`src/rtl/clut_loader_pkg.sv`:
```
`default_nettype none
// ============================================================================
// Module   : clut_loader_pkg
// Purpose  : Shared GPU constants for the CLUT fetch path.
//            - FSM state encoding for the CLUT loader.
//            - VRAM geometry and burst sizes.
//            - CLUT_ID field layout: X in [5:0] (16-halfword units),
//              Y in [14:6] (row).
// Revision : 1.0 - initial release
// ============================================================================
package clut_loader_pkg;

    // VRAM geometry and burst shape
    localparam int CLUT_BEATS_PER_BLOCK = 8;
    localparam int CLUT_BLOCKS_8BPP     = 16;
    localparam int VRAM_WORD_AW         = 18;

    // CLUT_ID field layout
    localparam int CLUT_X_LSB = 0;
    localparam int CLUT_X_W   = 6;
    localparam int CLUT_Y_LSB = 6;
    localparam int CLUT_Y_W   = 9;

    // Loader FSM encoding
    localparam logic [1:0] ST_IDLE = 2'd0;
    localparam logic [1:0] ST_REQ  = 2'd1;
    localparam logic [1:0] ST_DATA = 2'd2;
    localparam logic [1:0] ST_DONE = 2'd3;

endpackage : clut_loader_pkg
`default_nettype wire

```
`src/rtl/clut_addr_gen.sv`:
```
`default_nettype none
// ============================================================================
// Module   : clut_addr_gen
// Purpose  : Combinational CLUT_ID + block number -> VRAM word address.
//            The X column advances by one 8-word block per block index and
//            wraps within the same row; Y is never incremented.
// Ports    : i_clutId   [14:0] CLUT identifier (X [5:0], Y [14:6])
//            i_blk      [3:0]  block offset from the CLUT start
//            o_wordAddr [17:0] VRAM word address, bits [2:0] always 0
// Revision : 1.0 - initial release
// ============================================================================
module clut_addr_gen
    import clut_loader_pkg::*;
(
    input  logic [14:0]             i_clutId,
    input  logic [3:0]              i_blk,
    output logic [VRAM_WORD_AW-1:0] o_wordAddr
);

    logic [CLUT_X_W-1:0] w_x;
    logic [CLUT_X_W-1:0] w_col;
    logic [CLUT_Y_W-1:0] w_y;

    assign w_x = i_clutId[CLUT_X_LSB +: CLUT_X_W];
    assign w_y = i_clutId[CLUT_Y_LSB +: CLUT_Y_W];

    // 6-bit sum: the carry is dropped so the column wraps inside the row
    assign w_col = w_x + {2'b00, i_blk};

    assign o_wordAddr = {w_y, w_col, 3'b000};

endmodule : clut_addr_gen
`default_nettype wire

```
`src/rtl/clut_loader.sv`:
```
`default_nettype none
// ============================================================================
// Module   : clut_loader
// Purpose  : Fills the GPU CLUT cache from VRAM on a cache miss. Issues one
//            8-word block read per 16 colors and streams each returned word
//            (two colors) into the cache write port, then pulses o_done.
// Macro    : CLUT_LOADER_8BPP_EN - when defined, i_is8bpp selects a 16-block
//            (256-color) load; when undefined every load is one block and
//            o_writeIdx128[6:3] is constant 0.
// Ports    : clk, i_rst (sync, active-high)
//            i_loadReq, i_clutId[14:0], i_is8bpp   - load request
//            o_memReq, o_memAddr[17:0], i_memAck    - block read request
//            i_dataValid, i_data[31:0]              - returned beats
//            o_write, o_writeIdx128[6:0], o_colorOut[31:0] - cache write
//            o_busy, o_done                         - status
// Revision : 1.0 - initial release
// ============================================================================
module clut_loader
    import clut_loader_pkg::*;
(
    input  logic                    clk,
    input  logic                    i_rst,
    input  logic                    i_loadReq,
    input  logic [14:0]             i_clutId,
    input  logic                    i_is8bpp,
    output logic                    o_memReq,
    output logic [VRAM_WORD_AW-1:0] o_memAddr,
    input  logic                    i_memAck,
    input  logic                    i_dataValid,
    input  logic [31:0]             i_data,
    output logic                    o_write,
    output logic [6:0]              o_writeIdx128,
    output logic [31:0]             o_colorOut,
    output logic                    o_busy,
    output logic                    o_done
);

    localparam logic [2:0] c_LAST_BEAT = 3'(CLUT_BEATS_PER_BLOCK - 1);

    logic [1:0]              r_state;
    logic [14:0]             r_clutId;
    logic [2:0]              r_beat;
    logic                    r_done;
    logic                    r_write;
    logic [6:0]              r_writeIdx;
    logic [31:0]             r_color;
    logic [3:0]              w_blk;
    logic [3:0]              w_lastBlk;
    logic                    w_accept;
    logic                    w_lastBeat;
    logic [VRAM_WORD_AW-1:0] w_blockAddr;

    // r_done covers the cycle after DONE, when the FSM is already back in
    // IDLE but the load still counts as busy; a held request waits it out.
    assign w_accept   = (r_state == ST_IDLE) && i_loadReq && !r_done;
    assign w_lastBeat = (r_state == ST_DATA) && i_dataValid && (r_beat == c_LAST_BEAT);

`ifdef CLUT_LOADER_8BPP_EN
    logic [3:0] r_blk;
    logic       r_is8bpp;

    always_ff @(posedge clk) begin
        if (i_rst) begin
            r_blk    <= 4'd0;
            r_is8bpp <= 1'b0;
        end else if (w_accept) begin
            r_blk    <= 4'd0;
            r_is8bpp <= i_is8bpp;
        end else if (w_lastBeat && (r_blk != w_lastBlk)) begin
            r_blk <= r_blk + 4'd1;
        end
    end

    assign w_blk     = r_blk;
    assign w_lastBlk = r_is8bpp ? 4'(CLUT_BLOCKS_8BPP - 1) : 4'd0;
`else
    // Single-block build: the mode input has no effect, it is masked here
    // only so the port remains connected to logic.
    assign w_blk     = 4'd0;
    assign w_lastBlk = 4'd0 & {4{i_is8bpp}};
`endif

    clut_addr_gen u_addrGen (
        .i_clutId   (r_clutId),
        .i_blk      (w_blk),
        .o_wordAddr (w_blockAddr)
    );

    always_ff @(posedge clk) begin
        if (i_rst) begin
            r_state    <= ST_IDLE;
            r_clutId   <= 15'd0;
            r_beat     <= 3'd0;
            r_done     <= 1'b0;
            r_write    <= 1'b0;
            r_writeIdx <= 7'd0;
            r_color    <= 32'd0;
        end else begin
            r_write <= 1'b0;
            r_done  <= 1'b0;
            case (r_state)
                ST_IDLE: begin
                    if (w_accept) begin
                        r_clutId <= i_clutId;
                        r_beat   <= 3'd0;
                        r_state  <= ST_REQ;
                    end
                end
                ST_REQ: begin
                    if (i_memAck) begin
                        r_state <= ST_DATA;
                    end
                end
                ST_DATA: begin
                    if (i_dataValid) begin
                        r_write    <= 1'b1;
                        r_writeIdx <= {w_blk, r_beat};
                        r_color    <= i_data;
                        // Wraps to 0 after the last beat, ready for the next block
                        r_beat     <= r_beat + 3'd1;
                        if (r_beat == c_LAST_BEAT) begin
                            r_state <= (w_blk == w_lastBlk) ? ST_DONE : ST_REQ;
                        end
                    end
                end
                ST_DONE: begin
                    r_done  <= 1'b1;
                    r_state <= ST_IDLE;
                end
                default: begin
                    r_state <= ST_IDLE;
                end
            endcase
        end
    end

    assign o_memReq      = (r_state == ST_REQ);
    assign o_memAddr     = o_memReq ? w_blockAddr : '0;
    assign o_write       = r_write;
    assign o_writeIdx128 = r_writeIdx;
    assign o_colorOut    = r_color;
    assign o_busy        = (r_state != ST_IDLE) || r_done;
    assign o_done        = r_done;

endmodule : clut_loader
`default_nettype wire

```
`config.mk`:
```
export PLATFORM = sky130hd
export DESIGN_NAME = clut_loader
export DESIGN_NICKNAME = d
export VERILOG_FILES = /design/src/rtl/clut_loader_pkg.sv /design/src/rtl/clut_addr_gen.sv /design/src/rtl/clut_loader.sv
export SDC_FILE = /design/constraint.sdc
export NUM_CORES = 1
export LEC_CHECK = 0
export CAP_MARGIN = 20
export CORE_UTILIZATION = 29
export DETAILED_ROUTE_END_ITERATION = 6
export SLEW_MARGIN = 0
export SYNTH_ARGS = -nofsm -noshare
export SYNTH_HDL_FRONTEND = slang
export SYNTH_SLANG_ARGS = --single-unit
```
`constraint.sdc`:
```
create_clock -name clk -period 2.2 [get_ports clk]
set_clock_uncertainty 0.15 [all_clocks]
set_input_delay 0.55 -clock clk [delete_from_list [all_inputs] [get_ports clk]]
set_output_delay 0.55 -clock clk [all_outputs]
set_load 0.01 [all_outputs]
```
==> results.md <==
- The start-to-end type of the worst setup path is reg -> out.
- The maximum level of the CTS H-tree is 3.
- The total count of max-transition violations in the final report is 0.
- The global-route total usage across every layer is 0.150.
- The clock drives 57 sinks.
- The mean instance size in the synthesized netlist is ~8 um2.
- The later pin in the worst-skew pair is clocked with a latency of 0.32 ns.
- The number of endpoints failing setup at the final stage is 0.
- In this run, the number of DRC markers left after iteration 0 of detailed routing was 73.
- By instance count, the leading cell after synthesis is sky130_fd_sc_hd__nand2_1.
- sky130_fd_sc_hd__dfxtp_1 takes more of the synthesized area than any other cell.
- The largest single stage delay on the critical path is 0.32 ns.
- The floorplan step defined a core boundary enclosing 7690 um2.
- The count of placed standard cells in the final layout, fillers left out is 498.
- Wires add up to 5840 um.
- The number of enable flip-flop cells after synthesis is 0.
- Setup repair after global routing left no endpoint under its margin.
- Of the cells placed in the final design, the portion with a size suffix greater than 1 is 0.0884.
- The Yosys warning count is 0.
- The worst hold path belongs to the class reg -> reg.
- The commonest cells after synthesis are 101 x sky130_fd_sc_hd__nand2_1, 57 x sky130_fd_sc_hd__dfxtp_1, 50 x sky130_fd_sc_hd__a21oi_1.
- The cell sitting at the root of the clock tree is a sky130_fd_sc_hd__clkbuf_8.
- The filler cell count is 785.
- Of the post-synthesis cell area, the dominant cell type holds 0.495.
- Once detailed placement completed, the half-perimeter wirelength came to 3860 um.
- For this configuration, the core starts out at a cell density of 0.300.
- The vertical extent of the die is 91.1 um.
- The die covers just over 8000 um2.
- By area the synthesized netlist is led by sky130_fd_sc_hd__dfxtp_1 50%, sky130_fd_sc_hd__nand2_1 16%, sky130_fd_sc_hd__a21oi_1 11%.
- The initial antenna violation count came to 0.
- The count of distinct cell types in the synthesized netlist is 23.
- The per-cell via count in the routed design is 4.32.
- The leakage dissipation is 0.00144 uW.
- Once detail routing completed, the nets flagged for antenna violations numbered 0.
- For this run, design rule violations remaining after detail routing come to 0.
- The clock period minus final worst setup slack is between 2 and 2.5 ns.
- For this run the aggregate overflow at the end of global routing stands at 0.
- The final number of hold-violating endpoints is 0.
- In this run the post-CTS setup repair buffer count came out at 0.
- The first global-routing pass estimated just under 10000 um of wire.
- The count of max-cap constraint violations is 0.
- The startpoint class of the critical path is a flip-flop.
- The clock edge transition at the registers on the reported setup and hold paths is 0.06 ns.
- Across all hold checks on the routed design, the worst slack comes to 0.299 ns.
- After synthesis the netlist holds a flip-flop and latch count of 57.
- The design draws 3350 uW.
- In the synthesized netlist the async set-or-reset flop fraction comes to 0.
- The first-pass iteration count of the detailed router is 6.
- Dividing the final minimum period by the clock period gives 0.948.
- STA classifies the critical path endpoint as an output port.
- In this run the power density over the cells is 914 nW/um2.
- After detailed placement, the design holds a cell count of roughly 480.
- The number of vias in the routed layout is 2151.
- Row generation in the floorplan step produced 32 rows.
- Grouping stages by cell kind, the critical path spends the most delay in buffers and inverters.
- The summed instance area of the synthesized netlist is 2300 um2.
- The number of global-route vias before repair is approximately 2100.
- The count of input and output buffers is 105.
- For this run, the register share of the synthesized area comes to 0.495.
- In the final routed layout, each cell accounts on average for 11.7 um.
- The arrival time at the worst endpoint is ~1.4 ns.
- The area growth from synthesis to layout is 59.0%.
- about 110 I/O pins were placed.
- The final antenna diode count is 0.
- Data on the critical path is required at its endpoint by 1.50 ns.
- The signal on the critical path passes through inv_1 -> ha_4 -> and2_1 -> dlygate4sd2_1.
- The die is 91.1 um wide.
- In the synthesized netlist the dominant register cell turns out to be sky130_fd_sc_hd__dfxtp_1.
- The pin count of the biggest net entering global routing is 58.
- Static timing analysis puts the maximum clock frequency at 479 MHz.
- The buffers plus inverters on the worst setup path is 2.
- TritonCTS built the clock tree.
- The largest driver fanout on the critical path is 17.
- The peak ir drop on the vdd network is 0.357 mV.
- The run finished with clean final reports.
- At the end of routability-driven placement, the weighted congestion stood at approximately 0.67.
- The clock passes through at most 2 buffers.
- Synthesis handed over a netlist of 286 instances.
- The number of hold buffers added after CTS was 0.
- The slowest stage of the critical path belongs to the cell sky130_fd_sc_hd__dfxtp_1.
- The count of nets after finishing is 451.
- Buffers inserted during clock tree synthesis total 9.
## power by group
part | switching [uW] | internal, uW
sequential | 60.0 | 1160
combinational | 578 | 557
clock | 410 | 580
## worst reg2reg max path, stage by stage, from the launching register on
cell,delay [ns]
sky130_fd_sc_hd__dfxtp_2,0.35
sky130_fd_sc_hd__buf_4,0.13
sky130_fd_sc_hd__inv_2,0.05
sky130_fd_sc_hd__ha_1,0.29
sky130_fd_sc_hd__nor2b_4,0.18
sky130_fd_sc_hd__a2111oi_4,0.39
sky130_fd_sc_hd__mux2i_1,0.24
sky130_fd_sc_hd__nor2_1,0.05
## per-layer routing
| layer | track usage | wire length [um] | part of all wire |
|---|---|---|---|
| met5 | 0 | 0 | 0 |
| met4 | 0.0503 | 28 | 0.0048 |
| met3 | 0.0779 | 648 | 0.11 |
| met2 | 0.247 | 2550 | 0.44 |
| met1 | 0.167 | 2610 | 0.45 |
## logic make-up (layout without fill, tap and decap cells)
logic type / Yosys count / count (layout) / share of synthesized area
multiplexers: 4 / 4 / 0.0174
AO/OA/AOI/OAI: 53 / 53 / 0.129
adder cells (fa/ha/maj): 7 / 7 / 0.0380
flip-flops: 57 / 57 / 0.495
buffers and inverters: 28 / 132 / 0.0635
other: 1 / 7 / 0.00163
AND/OR/NAND/NOR: 136 / 136 / 0.255
## per-stage QoR
step            util  setup TNS (ns)  area, um2  setup WS, ns
3_3_place_gp   0.451         -0.0198       3460       -0.0106
6_report       0.477               0       3660         0.114
5_1_grt        0.477               0       3660       0.00744
4_1_cts        0.476               0       3660        0.0463
2_1_floorplan      -               0       2330         0.418
3_5_place_dp   0.451          -0.660       3460       -0.0632
## flip-flops by register name (all words and copies together) (netlist names)
signal / flops
r_clutId: 15
o_writeIdx128: 3
r_beat: 3
o_colorOut: 32
o_write: 1
r_state: 2
o_done: 1
## layout by cell type, fill, tap and decap left out, types with 2 or more instances in the layout
master / synthesis / layout
sky130_fd_sc_hd__nand2_1: 101 / 101
sky130_fd_sc_hd__clkdlybuf4s50_1: 0 / 87
sky130_fd_sc_hd__dfxtp_1: 57 / 56
sky130_fd_sc_hd__a21oi_1: 50 / 50
sky130_fd_sc_hd__and2_1: 18 / 18
sky130_fd_sc_hd__dlygate4sd2_1: 0 / 17
sky130_fd_sc_hd__clkbuf_8: 0 / 11
sky130_fd_sc_hd__nor2_1: 8 / 8
sky130_fd_sc_hd__conb_1: 1 / 7
sky130_fd_sc_hd__ha_1: 7 / 5
sky130_fd_sc_hd__buf_4: 7 / 5
sky130_fd_sc_hd__nor2b_1: 4 / 4
sky130_fd_sc_hd__mux2i_1: 4 / 4
sky130_fd_sc_hd__clkinv_2: 0 / 3
sky130_fd_sc_hd__buf_12: 0 / 3
sky130_fd_sc_hd__inv_2: 1 / 2
## final cells by class
type                       count  area [um2]  area share
tap                          102         128      0.0348
inverter                       3        11.3     0.00307
sequential                    57        1140       0.312
clock buffer                  11         151      0.0413
timing repair buffer         113        1120       0.306
multi-input combinational    207        1050       0.288
clock inverter                 5        53.8      0.0147
## timing repair
action | in CTS | in global routing
gates cloned | 0 | 0
resized for setup | 20 | 2
endpoints found under the setup margin | 17 | 1
## final timing paths
| check | endpoint | slack (ns) | from | cells after the start |
|---|---|---|---|---|
| worst max-delay path | o_memAddr[11] | 0.11 | r_state[1] | 4 |
| worst min-delay path | r_clutId[1] | 0.30 | r_clutId[1] | 2 |
| worst max register to register | r_state[1] | 0.26 | r_state[0] | 7 |
| worst min register to register | r_clutId[1] | 0.30 | r_clutId[1] | 2 |
(Power assumes the default switching activity.)
